===== config.mk =====
export PLATFORM = sky130hd
export DESIGN_NAME = mnist_load_seq
export DESIGN_NICKNAME = d
export VERILOG_FILES = /design/src/rtl/mnist_pkg.sv /design/src/rtl/mnist_addr_gen.sv /design/src/rtl/mnist_load_seq.sv
export SDC_FILE = /design/constraint.sdc
export NUM_CORES = 1
export LEC_CHECK = 0
export BUFFER_PORTS_ARGS = -buffer_cell sky130_fd_sc_hd__buf_4
export CORE_MARGIN = 5
export CORE_UTILIZATION = 30
export DETAILED_ROUTE_END_ITERATION = 10
export HOLD_SLACK_MARGIN = 0.06
export PLACE_DENSITY = 0.53
export SYNTH_ARGS = -nofsm -noshare
export SYNTH_HDL_FRONTEND = slang
export SYNTH_SLANG_ARGS = --single-unit

===== constraint.sdc =====
create_clock -name clk -period 3.4 [get_ports clk]
set_input_delay 0.51 -clock clk [delete_from_list [all_inputs] [get_ports clk]]
set_output_delay 0.51 -clock clk [all_outputs]
set_load 0.02 [all_outputs]

===== src/rtl/mnist_pkg.sv =====
// Shared types and default geometry for the mnist_nn load sequencer.
// Bank order is W1, W2, W3, W4, then X; BANK_LEN follows that order.
package mnist_pkg;

  typedef enum logic [2:0] {
    S_IDLE,
    S_LOAD_W,
    S_LOAD_X,
    S_COMPUTE,
    S_DONE
  } state_e;

  localparam int NUM_BANKS      = 5;
  localparam int BANK_X         = 4;
  localparam int BANK_IDX_LEN   = 3;
  localparam int W_ADDR_LEN_DEF = 20;
  localparam int X_ADDR_LEN_DEF = 10;

  localparam int BANK_LEN [NUM_BANKS] = '{6, 9, 9, 9, 2};

endpackage


===== src/rtl/mnist_addr_gen.sv =====
// Bank index and word counter across W1..W4 then X; advances once per accepted word.
// Latency: registered, the new bank/count is visible the cycle after an advance.
// Backpressure: none, it only moves when the parent asserts adv.
module mnist_addr_gen
  import mnist_pkg::*;
#(
  parameter int CNT_LEN = W_ADDR_LEN_DEF,
  parameter int W1_LEN  = BANK_LEN[0],
  parameter int W2_LEN  = BANK_LEN[1],
  parameter int W3_LEN  = BANK_LEN[2],
  parameter int W4_LEN  = BANK_LEN[3],
  parameter int X_LEN   = BANK_LEN[4]
) (
  input  logic                    clk,
  input  logic                    rst_n,
  input  logic                    clr,
  input  logic                    adv,
  output logic [BANK_IDX_LEN-1:0] bank,
  output logic [CNT_LEN-1:0]      cnt,
  output logic                    last_word
);

  logic [CNT_LEN-1:0] last_idx;

  always_comb begin
    last_idx = '0;
    case (bank)
      3'd0:    last_idx = CNT_LEN'(W1_LEN - 1);
      3'd1:    last_idx = CNT_LEN'(W2_LEN - 1);
      3'd2:    last_idx = CNT_LEN'(W3_LEN - 1);
      3'd3:    last_idx = CNT_LEN'(W4_LEN - 1);
      3'd4:    last_idx = CNT_LEN'(X_LEN - 1);
      default: last_idx = '0;
    endcase
  end

  assign last_word = (cnt == last_idx);

  // No bubble between banks: the word after a bank's last goes to the next bank at 0.
  always_ff @(posedge clk or negedge rst_n) begin
    if (!rst_n) begin
      bank <= '0;
      cnt  <= '0;
    end else if (clr) begin
      bank <= '0;
      cnt  <= '0;
    end else if (adv) begin
      if (last_word) begin
        cnt  <= '0;
        bank <= (bank == BANK_IDX_LEN'(BANK_X)) ? '0 : bank + 1'b1;
      end else begin
        cnt <= cnt + 1'b1;
      end
    end
  end

endmodule


===== src/rtl/mnist_load_seq.sv =====
// Streams words into weight banks W1..W4 and input bank X0, then runs one compute pass.
// Latency: accepted word is driven to memory the next cycle; en_compute rises one cycle after the last write.
// Backpressure: in_ready is high only while loading; the stream is stalled in all other states.
module mnist_load_seq
  import mnist_pkg::*;
#(
  parameter int W_ADDR_LEN = W_ADDR_LEN_DEF,
  parameter int X_ADDR_LEN = X_ADDR_LEN_DEF,
  parameter int W_SEL_LEN  = 2,
  parameter int X_SEL_LEN  = 2,
  parameter int W1_LEN     = BANK_LEN[0],
  parameter int W2_LEN     = BANK_LEN[1],
  parameter int W3_LEN     = BANK_LEN[2],
  parameter int W4_LEN     = BANK_LEN[3],
  parameter int X_LEN      = BANK_LEN[4],
  parameter int TIMEOUT    = 4096
) (
  input  logic                  clk,
  input  logic                  rst_n,
  input  logic                  start,
  input  logic                  abort,
  input  logic                  in_valid,
  input  logic                  in_data,
  output logic                  in_ready,
  output logic                  w_wq,
  output logic [W_SEL_LEN-1:0]  w_sel,
  output logic [W_ADDR_LEN-1:0] w_addr,
  output logic                  x_wq,
  output logic [X_SEL_LEN-1:0]  x_sel,
  output logic [X_ADDR_LEN-1:0] x_addr,
  output logic                  wx_write,
  output logic                  load_compute_ctrl,
  output logic                  en_compute,
  input  logic                  compute_finish,
  output logic                  busy,
  output logic                  done,
  output logic                  err
);

  localparam int CNT_LEN = (W_ADDR_LEN > X_ADDR_LEN) ? W_ADDR_LEN : X_ADDR_LEN;

  state_e                  state, state_d;
  logic                    accept;
  logic                    ag_clr, ag_adv, ag_last;
  logic [BANK_IDX_LEN-1:0] ag_bank;
  logic [CNT_LEN-1:0]      ag_cnt;
  logic [31:0]             tcnt, tcnt_d;

  logic                  w_wq_d, x_wq_d, wx_d, lcc_d, en_d, busy_d, done_d, err_d;
  logic [W_SEL_LEN-1:0]  w_sel_d;
  logic [W_ADDR_LEN-1:0] w_addr_d;
  logic [X_SEL_LEN-1:0]  x_sel_d;
  logic [X_ADDR_LEN-1:0] x_addr_d;

  assign in_ready = (state == S_LOAD_W) || (state == S_LOAD_X);
  assign accept   = in_valid && in_ready;
  assign ag_adv   = accept && !abort;

  mnist_addr_gen #(
    .CNT_LEN (CNT_LEN),
    .W1_LEN  (W1_LEN),
    .W2_LEN  (W2_LEN),
    .W3_LEN  (W3_LEN),
    .W4_LEN  (W4_LEN),
    .X_LEN   (X_LEN)
  ) u_addr_gen (
    .clk       (clk),
    .rst_n     (rst_n),
    .clr       (ag_clr),
    .adv       (ag_adv),
    .bank      (ag_bank),
    .cnt       (ag_cnt),
    .last_word (ag_last)
  );

  always_comb begin
    state_d  = state;
    tcnt_d   = tcnt;
    ag_clr   = 1'b0;
    w_wq_d   = 1'b0;
    x_wq_d   = 1'b0;
    w_sel_d  = w_sel;
    w_addr_d = w_addr;
    x_sel_d  = x_sel;
    x_addr_d = x_addr;
    wx_d     = wx_write;
    lcc_d    = load_compute_ctrl;
    en_d     = en_compute;
    busy_d   = busy;
    done_d   = done;
    err_d    = err;

    if (abort) begin
      state_d  = S_IDLE;
      tcnt_d   = '0;
      ag_clr   = 1'b1;
      w_sel_d  = '0;
      w_addr_d = '0;
      x_sel_d  = '0;
      x_addr_d = '0;
      wx_d     = 1'b0;
      lcc_d    = 1'b1;
      en_d     = 1'b0;
      busy_d   = 1'b0;
      done_d   = 1'b0;
      err_d    = 1'b0;
    end else begin
      case (state)
        S_IDLE, S_DONE: begin
          if (start) begin
            state_d = S_LOAD_W;
            ag_clr  = 1'b1;
            busy_d  = 1'b1;
            done_d  = 1'b0;
            err_d   = 1'b0;
          end
        end
        S_LOAD_W: begin
          if (accept) begin
            w_wq_d   = 1'b1;
            w_sel_d  = W_SEL_LEN'(ag_bank);
            w_addr_d = W_ADDR_LEN'(ag_cnt);
            wx_d     = in_data;
            if (ag_last && ag_bank == 3'd3) begin
              state_d = S_LOAD_X;
              x_sel_d = '0;
            end
          end
        end
        S_LOAD_X: begin
          if (accept) begin
            x_wq_d   = 1'b1;
            x_sel_d  = '0;
            x_addr_d = X_ADDR_LEN'(ag_cnt);
            wx_d     = in_data;
            if (ag_last) begin
              state_d = S_COMPUTE;
              tcnt_d  = '0;
            end
          end
        end
        S_COMPUTE: begin
          tcnt_d = tcnt + 1'b1;
          // First COMPUTE cycle still carries the final X write, so stay in load mode for it.
          if (!en_compute) begin
            en_d  = 1'b1;
            lcc_d = 1'b0;
          end
          if (en_compute && compute_finish) begin
            state_d = S_DONE;
            en_d    = 1'b0;
            lcc_d   = 1'b1;
            busy_d  = 1'b0;
            done_d  = 1'b1;
          end else if (TIMEOUT != 0 && tcnt == 32'(TIMEOUT - 1)) begin
            state_d = S_DONE;
            en_d    = 1'b0;
            lcc_d   = 1'b1;
            busy_d  = 1'b0;
            done_d  = 1'b1;
            err_d   = 1'b1;
          end
        end
        default: state_d = S_IDLE;
      endcase
    end
  end

  always_ff @(posedge clk or negedge rst_n) begin
    if (!rst_n) begin
      state             <= S_IDLE;
      tcnt              <= '0;
      w_wq              <= 1'b0;
      w_sel             <= '0;
      w_addr            <= '0;
      x_wq              <= 1'b0;
      x_sel             <= '0;
      x_addr            <= '0;
      wx_write          <= 1'b0;
      load_compute_ctrl <= 1'b1;
      en_compute        <= 1'b0;
      busy              <= 1'b0;
      done              <= 1'b0;
      err               <= 1'b0;
    end else begin
      state             <= state_d;
      tcnt              <= tcnt_d;
      w_wq              <= w_wq_d;
      w_sel             <= w_sel_d;
      w_addr            <= w_addr_d;
      x_wq              <= x_wq_d;
      x_sel             <= x_sel_d;
      x_addr            <= x_addr_d;
      wx_write          <= wx_d;
      load_compute_ctrl <= lcc_d;
      en_compute        <= en_d;
      busy              <= busy_d;
      done              <= done_d;
      err               <= err_d;
    end
  end

endmodule


==> results of run 1 <==
==> worst max-delay path, delay by kind of cell, from the launching register on <==
kind,cells,cell delay [ns]
flops,1,0.42
buf+inv,1,0.10
compound gates,3,0.78
simple gates,3,1.14
fa+ha+maj,1,0.23
==> power groups by stage <==
stage | registers (mW) | clock network (mW) | logic, mW
2_1_floorplan | 1.25 | 0 | 0.294
3_3_place_gp | 1.27 | 0 | 0.406
3_5_place_dp | 1.28 | 0 | 0.411
4_1_cts | 1.25 | 1.11 | 0.412
5_1_grt | 1.26 | 1.15 | 0.449
6_report | 1.26 | 1.07 | 0.407
==> per-stage QoR <==
| stage | power [mW] | hold WS [ns] | setup slack [ns] | utilization [%] | cells |
|---|---|---|---|---|---|
| after floorplan | 1.55 | 0.214 | 0.931 | - | 490 |
| after global routing | 2.86 | 0.309 | 0.505 | 36.1 | 751 |
| after CTS | 2.78 | 0.272 | 0.659 | 36.1 | 751 |
| after global placement | 1.68 | 0.473 | 0.741 | 34.1 | 735 |
| after detailed placement | 1.69 | 0.480 | 0.671 | 34.1 | 735 |
| final | 2.74 | 0.260 | 0.666 | 36.1 | 751 |
==> path summary, 6_finish.rpt <==
| kind | slack (ns) | cells past startpoint | end | from |
|---|---|---|---|---|
| worst max-delay path | 0.67 | 8 | tcnt[31] | u_addr_gen.bank[0] |
| worst min-delay path | 0.26 | 1 | u_addr_gen.cnt[17] | rst_n |
| worst max register to register | 0.67 | 8 | tcnt[31] | u_addr_gen.bank[0] |
| worst min register to register | 0.49 | 2 | load_compute_ctrl | load_compute_ctrl |
| max in group asynchronous | 2.46 | 2 | w_addr[0] | rst_n |
| min in group clk | 0.40 | 3 | wx_write | in_data |
==> kinds of logic after synthesis <==
logic type / after synthesis / share of synthesized area, %
buffers and inverters: 44 / 4.12
and+or+nand+nor: 177 / 19.1
DFF: 98 / 51.1
adders and majority gates: 6 / 1.56
muxes: 2 / 0.443
AOI/OAI and AO/OA: 139 / 19.6
xor gates and xnor gates: 22 / 4.01
other: 1 / 0.0781
==> layout by cell type, fill, tap and decap left out, types with 8 or more instances in the layout <==
| cell | instances |
|---|---|
| sky130_fd_sc_hd__clkbuf_16 | 9 |
| sky130_fd_sc_hd__buf_4 | 56 |
| sky130_fd_sc_hd__inv_1 | 16 |
| sky130_fd_sc_hd__xnor2_1 | 8 |
| sky130_fd_sc_hd__nand2_1 | 26 |
| sky130_fd_sc_hd__nor2_1 | 52 |
| sky130_fd_sc_hd__a31oi_1 | 8 |
| sky130_fd_sc_hd__a22o_1 | 34 |
| sky130_fd_sc_hd__nor3_1 | 8 |
| sky130_fd_sc_hd__nand4_1 | 18 |
| sky130_fd_sc_hd__a21oi_1 | 22 |
| sky130_fd_sc_hd__o31ai_1 | 8 |
| sky130_fd_sc_hd__o21ai_0 | 46 |
| sky130_fd_sc_hd__dfrtp_1 | 97 |
| sky130_fd_sc_hd__xor2_1 | 14 |
| sky130_fd_sc_hd__nand3_1 | 23 |
| sky130_fd_sc_hd__nor4_1 | 15 |
==> layout make-up <==
class	count	area (um^2)
tap	216	270
clock buffer	9	225
fill	1608	10100
clock inverter	7	83.8
timing repair buffer	57	440
multi-input combinational	348	2160
inverter	16	60.1
sequential	98	2450
==> registers in the layout, summed over array words and instances, names as in the netlist <==
register	flops
load_compute_ctrl	1
busy	1
u_addr_gen.bank	3
u_addr_gen.cnt	20
state	3
tcnt	32
w_addr	20
wx_write	1
w_wq	1
en_compute	1
w_sel	2
err	1
done	1
x_addr	10
x_wq	1
==> metal layers <==
metal | wire (um) | up-vias | global-route usage [%]
met4 | 162 | 0 | 3.47
met2 | 5930 | 88 | 22.5
met3 | 638 | 8 | 4.07
met5 | 0 | - | 0
met1 | 5400 | 1902 | 17.3
li1 | - | 1877 | -
==> tab_implementation.tex, run 1 <==
\begin{tabular}{lr}
\hline
Metric & Value \\
\hline
\multicolumn{2}{l}{\textbf{Run status}} \\
Outcome & complete, no violations \\
\multicolumn{2}{l}{\textbf{Global route}} \\
Wire length of the first global-routing pass & 20.0 mm \\
Aggregate global routing overflow & 0 \\
Via count of the first global-routing pass & 3,773 \\
Overall track demand over capacity in global routing & 13.6\% \\
Initial antenna violation count & 0 \\
Largest net degree at the start of global routing & 62 \\
\multicolumn{2}{l}{\textbf{Power}} \\
Switching power & 812 uW \\
Lkg Pwr & 2.55 nW \\
Portion of total power attributed to the clock network & 39.2\% \\
P\_int & 1.92 mW \\
Reg power frac & 45.9\% \\
Power density of the placed cells & 481 nW/um\^{}2 \\
VDD IR max & 0.000221 V \\
Net switching share of the total power & 29.7\% \\
Relative contribution of combinational cells to total power & 14.9\% \\
\multicolumn{2}{l}{\textbf{Synth}} \\
Top FF cell, synth & sky130\_fd\_sc\_hd\_\_dfrtp\_1 \\
Area share of the largest cell type after synthesis & 50.6\% \\
Top post-synthesis cells by area & sky130\_fd\_sc\_hd\_\_dfrtp\_1, sky130\_fd\_sc\_hd\_\_a22o\_1, sky130\_fd\_sc\_hd\_\_o21ai\_0 \\
Yosys reg bits & 98 \\
Syn Area/Cell & 9.82 um\^{}2 \\
Async set-or-reset flop fraction in the synthesized netlist & 100\% \\
Most frequent cell after synthesis & sky130\_fd\_sc\_hd\_\_dfrtp\_1 \\
Cell types with the highest counts after synthesis & sky130\_fd\_sc\_hd\_\_dfrtp\_1, sky130\_fd\_sc\_hd\_\_nor2\_1, sky130\_fd\_sc\_hd\_\_o21ai\_0 \\
Post-synthesis cell type with the largest combined area & sky130\_fd\_sc\_hd\_\_dfrtp\_1 \\
Post-Synthesis Cell Area & 4800 um\^{}2 \\
Synth unique cells & 51 \\
Number of enable-type register cells in the synthesized netlist & 0 \\
Warnings from Yosys & 0 \\
Cells after synthesis & 489 \\
Portion of the post-synthesis area used by sequential elements & 51.1\% \\
\multicolumn{2}{l}{\textbf{Finish}} \\
Antenna diode instance count & 0 \\
Final non-filler cell area & 5690 um\^{}2 \\
Syn-to-layout area delta & 18.6\% \\
Final nets & 543 \\
Ratio of cells with drive above 1 in the final layout & 15.3\% \\
\multicolumn{2}{l}{\textbf{Setup path}} \\
Required time reported for the critical path endpoint & 3.68 ns \\
Arrival time at the worst endpoint & 3.02 ns \\
Worst Setup End Kind & register \\
Critical-path top delay cell & sky130\_fd\_sc\_hd\_\_or4\_1 \\
Critical path cell sequence & inv\_1 > ha\_1 > nor2b\_1 > o2111ai\_2 > o311a\_4 > or2\_1 > or4\_1 > a21oi\_1 \\
Crit path kind & register to register \\
Critical path startpoint category & register \\
Largest fanout on the critical path & 15 \\
Largest incremental delay on the critical path & 0.55 ns \\
\multicolumn{2}{l}{\textbf{STA}} \\
Final period util & 80.4\% \\
Final-layout setup total negative slack & 0 ns \\
Largest clock skew in the final design & 0.00742 ns \\
Final critical-path required period & 2.73 ns \\
Total setup violations reported at the end of the flow & 0 \\
Worst relative slew slack & 35.0\% \\
Hold violation count in the final report & 0 \\
RSZ-0062 raised after global routing & false \\
Max-slew violation total from the final report & 0 \\
Maximum achievable frequency & 366 MHz \\
Worst-Margin Slew & 0.972 ns \\
\multicolumn{2}{l}{\textbf{Detailed routing}} \\
Routed via count divided by cell count & 5.16 \\
Post-detailed-route count of antenna-violating nets & 0 \\
Number of design rule violations left after detail routing & 0 \\
Overall routed net length & 12.1 mm \\
Detailed Route Iter0 Violations & 235 \\
Via total after detailed routing & 3,875 \\
Length of the first detailed-routing pass in iterations & 4 \\
Avg WL per Cell & 16.1 um \\
\multicolumn{2}{l}{\textbf{Place}} \\
Number of buffers added on ports & 47 \\
Estimated wirelength of the detail-placed design & 8.33 mm \\
Post-placement cell area & 5380 um\^{}2 \\
Final weighted congestion in routability-driven placement & 0.818 \\
\multicolumn{2}{l}{\textbf{Floorplanning}} \\
Top Ports & 50 \\
Vertical die dimension & 136 um \\
Die ar. & 18,600 um\^{}2 \\
Horizontal die dimension & 136 um \\
Effective utilization at floorplan & 30.4\% \\
Standard-cell rows & 46 \\
Core area & 15,800 um\^{}2 \\
\multicolumn{2}{l}{\textbf{Flow run}} \\
Max capacitance violation total & 0 \\
\multicolumn{2}{l}{\textbf{CTS}} \\
Total clock sinks & 98 \\
Clock transition at the registers of the reported paths & 0.07 ns \\
Number of CTS-inserted buffers & 9 \\
Cell at the root of the clock tree & sky130\_fd\_sc\_hd\_\_clkbuf\_16 \\
Maximum root-to-sink buffer count & 2 \\
Hold buffers post-CTS & 0 \\
Number of buffers inserted by post-CTS setup repair & 0 \\
Worst-Skew Late Latency & 0.35 ns \\
TritonCTS clock tree & built \\
Count of H-tree levels built during CTS & 3 \\
Post-CTS Resized & 0 \\
\multicolumn{2}{l}{\textbf{Worst hold path}} \\
Worst min-delay path category & primary input to asynchronous set/reset pin \\
\hline
\end{tabular}
No activity file was read; power rests on OpenSTA's default activity.
==> run 2: changes to the inputs <==
==> constraint.sdc (replaced) <==
create_clock -name clk -period 2.8 [get_ports clk]
set_input_delay 0.42 -clock clk [delete_from_list [all_inputs] [get_ports clk]]
set_output_delay 0.42 -clock clk [all_outputs]
set_load 0.02 [all_outputs]
==> run 2 against run 1 <==
Net effect:
- register-to-register slack got worse by 0.45 ns
- count of clock-buffer cells in the layout increased by 1
- largest cell class unchanged
- wire length decreased by 1.2%
- global-route usage increased by 0.083 points
- critical path type unchanged
- critical endpoint unchanged
- clock power increased by 7%
- setup slack got worse by 0.45 ns
==> tab_implementation.tex, run 2 (synthesis gave the netlist of run 1 again) <==
\begin{tabular}{lr}
\hline
Metric & Value \\
\hline
\multicolumn{2}{l}{\textbf{Run status}} \\
Outcome & complete, no violations \\
\multicolumn{2}{l}{\textbf{Finish}} \\
Most flops, register & tcnt \\
Syn-to-layout area delta & 19.9\% \\
Top library cells by usage in the layout, fill and taps aside & sky130\_fd\_sc\_hd\_\_dfrtp\_1, sky130\_fd\_sc\_hd\_\_buf\_4, sky130\_fd\_sc\_hd\_\_nor2\_1 \\
Final non-filler cell area & 5760 um\^{}2 \\
Top flop regs & tcnt (32), u\_addr\_gen.cnt (20), w\_addr (20) \\
Leading cell type in the layout, fill and taps excluded & sky130\_fd\_sc\_hd\_\_dfrtp\_1 \\
Antenna diode instance count & 0 \\
Ratio of cells with drive above 1 in the final layout & 17.4\% \\
Flip-flop count of the largest register, all copies and words added & 32 \\
Final nets & 556 \\
\multicolumn{2}{l}{\textbf{STA}} \\
Maximum achievable frequency & 387 MHz \\
Worst relative slew slack & 46.8\% \\
Worst-Margin Slew & 0.791 ns \\
RSZ-0062 raised after global routing & false \\
Hold violation count in the final report & 0 \\
Worst hold slack across all endpoints & 0.130 ns \\
Largest clock skew in the final design & 0.00778 ns \\
Final-layout setup total negative slack & 0 ns \\
Max-slew violation total from the final report & 0 \\
Final period util & 92.3\% \\
Total setup violations reported at the end of the flow & 0 \\
Final critical-path required period & 2.59 ns \\
\multicolumn{2}{l}{\textbf{CTS}} \\
Number of CTS-inserted buffers & 9 \\
Cell at the root of the clock tree & sky130\_fd\_sc\_hd\_\_clkbuf\_16 \\
Clock transition at the registers of the reported paths & 0.07 ns \\
Total clock sinks & 98 \\
Count of H-tree levels built during CTS & 3 \\
Number of buffers inserted by post-CTS setup repair & 0 \\
TritonCTS clock tree & built \\
Maximum root-to-sink buffer count & 2 \\
Worst-Skew Late Latency & 0.35 ns \\
\multicolumn{2}{l}{\textbf{Setup path}} \\
Crit path kind & register to register \\
Worst Setup End Kind & register \\
Critical path startpoint category & register \\
Arrival time at the worst endpoint & 2.86 ns \\
Required time reported for the critical path endpoint & 3.08 ns \\
Largest fanout on the critical path & 10 \\
\multicolumn{2}{l}{\textbf{Global route}} \\
Aggregate global routing overflow & 0 \\
Largest net degree at the start of global routing & 59 \\
Initial antenna violation count & 0 \\
Via count of the first global-routing pass & 3,907 \\
Wire length of the first global-routing pass & 20.3 mm \\
Overall track demand over capacity in global routing & 13.6\% \\
\multicolumn{2}{l}{\textbf{Floorplanning}} \\
Standard-cell rows & 46 \\
Die ar. & 18,600 um\^{}2 \\
Vertical die dimension & 136 um \\
Top Ports & 50 \\
Core area & 15,800 um\^{}2 \\
Horizontal die dimension & 136 um \\
Effective utilization at floorplan & 30.4\% \\
\multicolumn{2}{l}{\textbf{Detailed routing}} \\
Number of design rule violations left after detail routing & 0 \\
Overall routed net length & 12.0 mm \\
Routed via count divided by cell count & 5.16 \\
Length of the first detailed-routing pass in iterations & 4 \\
Avg WL per Cell & 15.7 um \\
Detailed Route Iter0 Violations & 280 \\
Via total after detailed routing & 3,938 \\
Post-detailed-route count of antenna-violating nets & 0 \\
\multicolumn{2}{l}{\textbf{Power}} \\
Lkg Pwr & 2.59 nW \\
Power density of the placed cells & 553 nW/um\^{}2 \\
VDD IR max & 0.000346 V \\
\multicolumn{2}{l}{\textbf{Place}} \\
Estimated wirelength of the detail-placed design & 8.54 mm \\
Number of buffers added on ports & 47 \\
Post-placement cell area & 5480 um\^{}2 \\
Final weighted congestion in routability-driven placement & 0.838 \\
\multicolumn{2}{l}{\textbf{Flow run}} \\
Max capacitance violation total & 0 \\
\multicolumn{2}{l}{\textbf{Worst hold path}} \\
Worst min-delay path category & primary input to asynchronous set/reset pin \\
\hline
\end{tabular}
-- run 2: timing repair --
action	4_1_cts	5_1_grt
hold buffers	0	0
resized for setup	0	2
setup endpoints to repair	0	3
-- run 2: final cells by class --
type | count | area, um^2
well taps | 216 | 270
clock buffers | 10 | 229
inverters | 16 | 60.1
repair buffers | 70 | 538
flip-flops and latches | 98 | 2450
clock inverters | 5 | 41.3
multi-input cells | 348 | 2160
fillers | 1629 | 10000
-- run 2: final timing paths --
| path | startpoint | slack [ns] | endpoint | cells after the start |
|---|---|---|---|---|
| max in group asynchronous | rst_n | 1.99 | w_addr[6] | 2 |
| worst min register to register | load_compute_ctrl | 0.49 | load_compute_ctrl | 2 |
| worst min-delay path | rst_n | 0.13 | u_addr_gen.bank[0] | 1 |
| worst max-delay path | u_addr_gen.bank[1] | 0.21 | tcnt[31] | 8 |
| min in group clk | in_data | 0.32 | wx_write | 3 |
| worst max register to register | u_addr_gen.bank[1] | 0.21 | tcnt[31] | 8 |
-- run 2: routing by layer --
layer | global-route usage, % | up-vias | wire [um]
li1 | - | 1905 | -
met1 | 17.7 | 1944 | 5520
met2 | 22.7 | 74 | 5820
met3 | 3.33 | 15 | 467
met4 | 3.64 | 0 | 181
met5 | 0 | - | 0
-- run 2: where the power goes --
part	internal, mW	total (mW)	switching [mW]
Clock	0.604	1.15	0.550
Sequential	1.45	1.52	0.0647
Combinational	0.180	0.511	0.331
Total	2.24	3.18	0.946
-- run 2: worst max-delay path: stages (launching register included) --
cell,delay [ns]
sky130_fd_sc_hd__dfrtp_1,0.41
sky130_fd_sc_hd__inv_1,0.11
sky130_fd_sc_hd__ha_2,0.22
sky130_fd_sc_hd__nor2b_1,0.17
sky130_fd_sc_hd__o2111ai_2,0.16
sky130_fd_sc_hd__o311a_4,0.46
sky130_fd_sc_hd__or2_4,0.31
sky130_fd_sc_hd__or4_1,0.51
sky130_fd_sc_hd__a21oi_1,0.15
-- run 2: metrics by stage --
stage	power (mW)	instances	utilization (%)	setup slack, ns
final	3.18	763	36.5	0.215
after global routing	3.36	763	36.5	0.0252
after CTS	3.22	763	36.5	0.109
after detailed placement	2.06	748	34.8	0.136
after global placement	2.04	748	34.8	0.200
after floorplan	1.88	490	-	0.331
==> run 3: changes to the inputs <==
--- a/config.mk
+++ b/config.mk
@@ -6,11 +6,11 @@
 export NUM_CORES = 1
 export LEC_CHECK = 0
 export BUFFER_PORTS_ARGS = -buffer_cell sky130_fd_sc_hd__buf_4
-export CORE_MARGIN = 5
+export CORE_MARGIN = 3
 export CORE_UTILIZATION = 30
 export DETAILED_ROUTE_END_ITERATION = 10
 export HOLD_SLACK_MARGIN = 0.06
-export PLACE_DENSITY = 0.53
+export PLACE_DENSITY = 0.55
 export SYNTH_ARGS = -nofsm -noshare
 export SYNTH_HDL_FRONTEND = slang
 export SYNTH_SLANG_ARGS = --single-unit
==> constraint.sdc (replaced) <==
create_clock -name clk -period 2.15 [get_ports clk]
set_input_delay 0.3225 -clock clk [delete_from_list [all_inputs] [get_ports clk]]
set_output_delay 0.3225 -clock clk [all_outputs]
set_load 0.02 [all_outputs]
==> run 3 against run 2 <==
Net effect:
- the flow now finishes with violations (negative setup slack)
- flip-flop and latch count unchanged
- maximum frequency increased by 14%
- critical endpoint is now tcnt[21]
- setup slack got worse by 0.33 ns
- via count increased by 3.5%
- count of clock-buffer cells in the layout unchanged
- clock skew decreased by 0.0027 ns
- combinational power increased by 77%
- first-iteration DRC count increased by 0.71%
- cell count increased by 4.8%
- non-clock buffer count increased by 42
- clock power increased by 31%
- utilization increased by 3.7 points
==> tab_implementation.tex, run 3 (synthesis gave the netlist of run 1 again) <==
\begin{tabular}{lr}
\hline
Metric & Value \\
\hline
\multicolumn{2}{l}{\textbf{Setup path}} \\
Worst flop-to-flop path startpoint & u\_addr\_gen.bank[1] \\
Crit path kind & register to register \\
Worst reg-to-reg setup slack & -0.11 ns \\
Critical path startpoint category & register \\
Required time reported for the critical path endpoint & 2.38 ns \\
Worst Setup End Kind & register \\
Capturing element of the worst setup path & tcnt[21] \\
Reg-to-Reg End & tcnt[21] \\
Start point of the critical path & u\_addr\_gen.bank[1] \\
Worst reg-to-reg path cell count & 9 \\
Largest fanout on the critical path & 15 \\
Arrival time at the worst endpoint & 2.50 ns \\
\multicolumn{2}{l}{\textbf{Global route}} \\
Overall track demand over capacity in global routing & 14.5\% \\
Wire length of the first global-routing pass & 20.8 mm \\
Largest net degree at the start of global routing & 39 \\
Via count of the first global-routing pass & 4,099 \\
Aggregate global routing overflow & 0 \\
Initial antenna violation count & 0 \\
\multicolumn{2}{l}{\textbf{Place}} \\
Setup Slack @ Placement & -0.185 ns \\
Estimated wirelength of the detail-placed design & 8.90 mm \\
Final weighted congestion in routability-driven placement & 0.849 \\
Number of buffers added on ports & 47 \\
\multicolumn{2}{l}{\textbf{Finish}} \\
Most flops, register & tcnt \\
Final nets & 598 \\
Top flop regs & tcnt (32), u\_addr\_gen.cnt (20), w\_addr (20) \\
Antenna diode instance count & 0 \\
Top library cells by usage in the layout, fill and taps aside & sky130\_fd\_sc\_hd\_\_buf\_4, sky130\_fd\_sc\_hd\_\_dfrtp\_1, sky130\_fd\_sc\_hd\_\_nor2\_1 \\
Flip-flop count of the largest register, all copies and words added & 32 \\
Ratio of cells with drive above 1 in the final layout & 26.7\% \\
Syn-to-layout area delta & 29.3\% \\
Leading cell type in the layout, fill and taps excluded & sky130\_fd\_sc\_hd\_\_buf\_4 \\
\multicolumn{2}{l}{\textbf{CTS}} \\
Cell at the root of the clock tree & sky130\_fd\_sc\_hd\_\_clkbuf\_16 \\
TritonCTS clock tree & built \\
Total clock sinks & 98 \\
Worst-Skew Late Latency & 0.35 ns \\
Number of CTS-inserted buffers & 9 \\
Count of H-tree levels built during CTS & 3 \\
Clock transition at the registers of the reported paths & 0.07 ns \\
Maximum root-to-sink buffer count & 2 \\
\multicolumn{2}{l}{\textbf{Floorplanning}} \\
Top Ports & 50 \\
Die ar. & 17,600 um\^{}2 \\
Horizontal die dimension & 132 um \\
Vertical die dimension & 132 um \\
Standard-cell rows & 45 \\
Core area & 15,400 um\^{}2 \\
Effective utilization at floorplan & 31.1\% \\
\multicolumn{2}{l}{\textbf{Flow run}} \\
Max capacitance violation total & 0 \\
\multicolumn{2}{l}{\textbf{Detailed routing}} \\
Number of design rule violations left after detail routing & 0 \\
Post-detailed-route count of antenna-violating nets & 0 \\
Length of the first detailed-routing pass in iterations & 5 \\
Routed via count divided by cell count & 5.10 \\
Detailed Route Iter0 Violations & 282 \\
Via total after detailed routing & 4,077 \\
Overall routed net length & 12.7 mm \\
Avg WL per Cell & 15.8 um \\
\multicolumn{2}{l}{\textbf{Run status}} \\
Failing checks & negative setup slack \\
Outcome & complete, but fails checks \\
\multicolumn{2}{l}{\textbf{STA}} \\
Largest clock skew in the final design & 0.00506 ns \\
Final-layout setup total negative slack & -0.223 ns \\
Final period util & 105\% \\
Maximum achievable frequency & 442 MHz \\
Hold violation count in the final report & 0 \\
Max-slew violation total from the final report & 0 \\
RSZ-0062 raised after global routing & true \\
Total setup violations reported at the end of the flow & 5 \\
Post-layout worst setup margin & -0.111 ns \\
Final critical-path required period & 2.26 ns \\
\multicolumn{2}{l}{\textbf{Power}} \\
VDD IR max & 0.000418 V \\
Power density of the placed cells & 706 nW/um\^{}2 \\
Lkg Pwr & 2.83 nW \\
Total design power & 4.38 mW \\
\multicolumn{2}{l}{\textbf{Worst hold path}} \\
Worst min-delay path category & primary input to register \\
Hold\_sp & in\_data \\
\hline
\end{tabular}
-- run 3: report_power, final --
group | switching (mW) | leakage, nW | internal (mW)
Sequential | 0.0808 | 1.36 | 1.89
Clock | 0.721 | 0.121 | 0.784
Combinational | 0.510 | 1.34 | 0.392
Total | 1.31 | 2.83 | 3.07
-- run 3: worst min-delay path by stage --
| stage | to | cells after the start |
|---|---|---|
| after global placement | w_addr[16] | 1 |
| after CTS | wx_write | 3 |
| after detailed placement | w_addr[16] | 1 |
| after floorplan | busy | 0 |
| after global routing | wx_write | 3 |
| final | wx_write | 3 |
-- run 3: area by class of cell --
cell class	count	area (um^2)
well taps	211	264
inverters	16	60.1
repair buffers	112	856
clock inverters	5	40.0
fillers	1564	9220
multi-input cells	348	2300
clock buffers	10	229
flip-flops and latches	98	2450
-- run 3: per-stage QoR --
step                      utilization (%)  hold WS [ns]  std cells  cell area [um^2]
after floorplan                         -        0.0269        490              4820
after global placement               37.5         0.246        782              5780
after detailed placement             37.5         0.254        782              5780
after CTS                            39.6         0.199        799              6100
after global routing                 40.2         0.226        800              6200
final                                40.2         0.215        800              6200
-- run 3: critical path, cell delays in order, from the launching register on --
cell,delay (ns)
sky130_fd_sc_hd__dfrtp_1,0.39
sky130_fd_sc_hd__inv_2,0.10
sky130_fd_sc_hd__ha_4,0.15
sky130_fd_sc_hd__o211a_1,0.15
sky130_fd_sc_hd__o211ai_1,0.12
sky130_fd_sc_hd__o311a_4,0.39
sky130_fd_sc_hd__or2_4,0.26
sky130_fd_sc_hd__buf_4,0.21
sky130_fd_sc_hd__o31ai_2,0.29
sky130_fd_sc_hd__a21oi_2,0.09
-- run 3: what timing repair did --
action | in CTS | in global routing
gates resized for setup | 7 | 31
setup buffers | 1 | 1
endpoints found under the hold margin | 22 | 0
hold buffers | 1 | 0
endpoints found under the setup margin | 29 | 53
pin swaps | 2 | 3
-- run 3: metal layers --
metal,GRT usage [%],vias to the layer above,part of all wire (%)
met3,3.65,18,3.2
met4,5.31,0,2.3
met2,24.3,77,49
li1,-,1973,-
met5,0,-,0
met1,18.3,2009,45
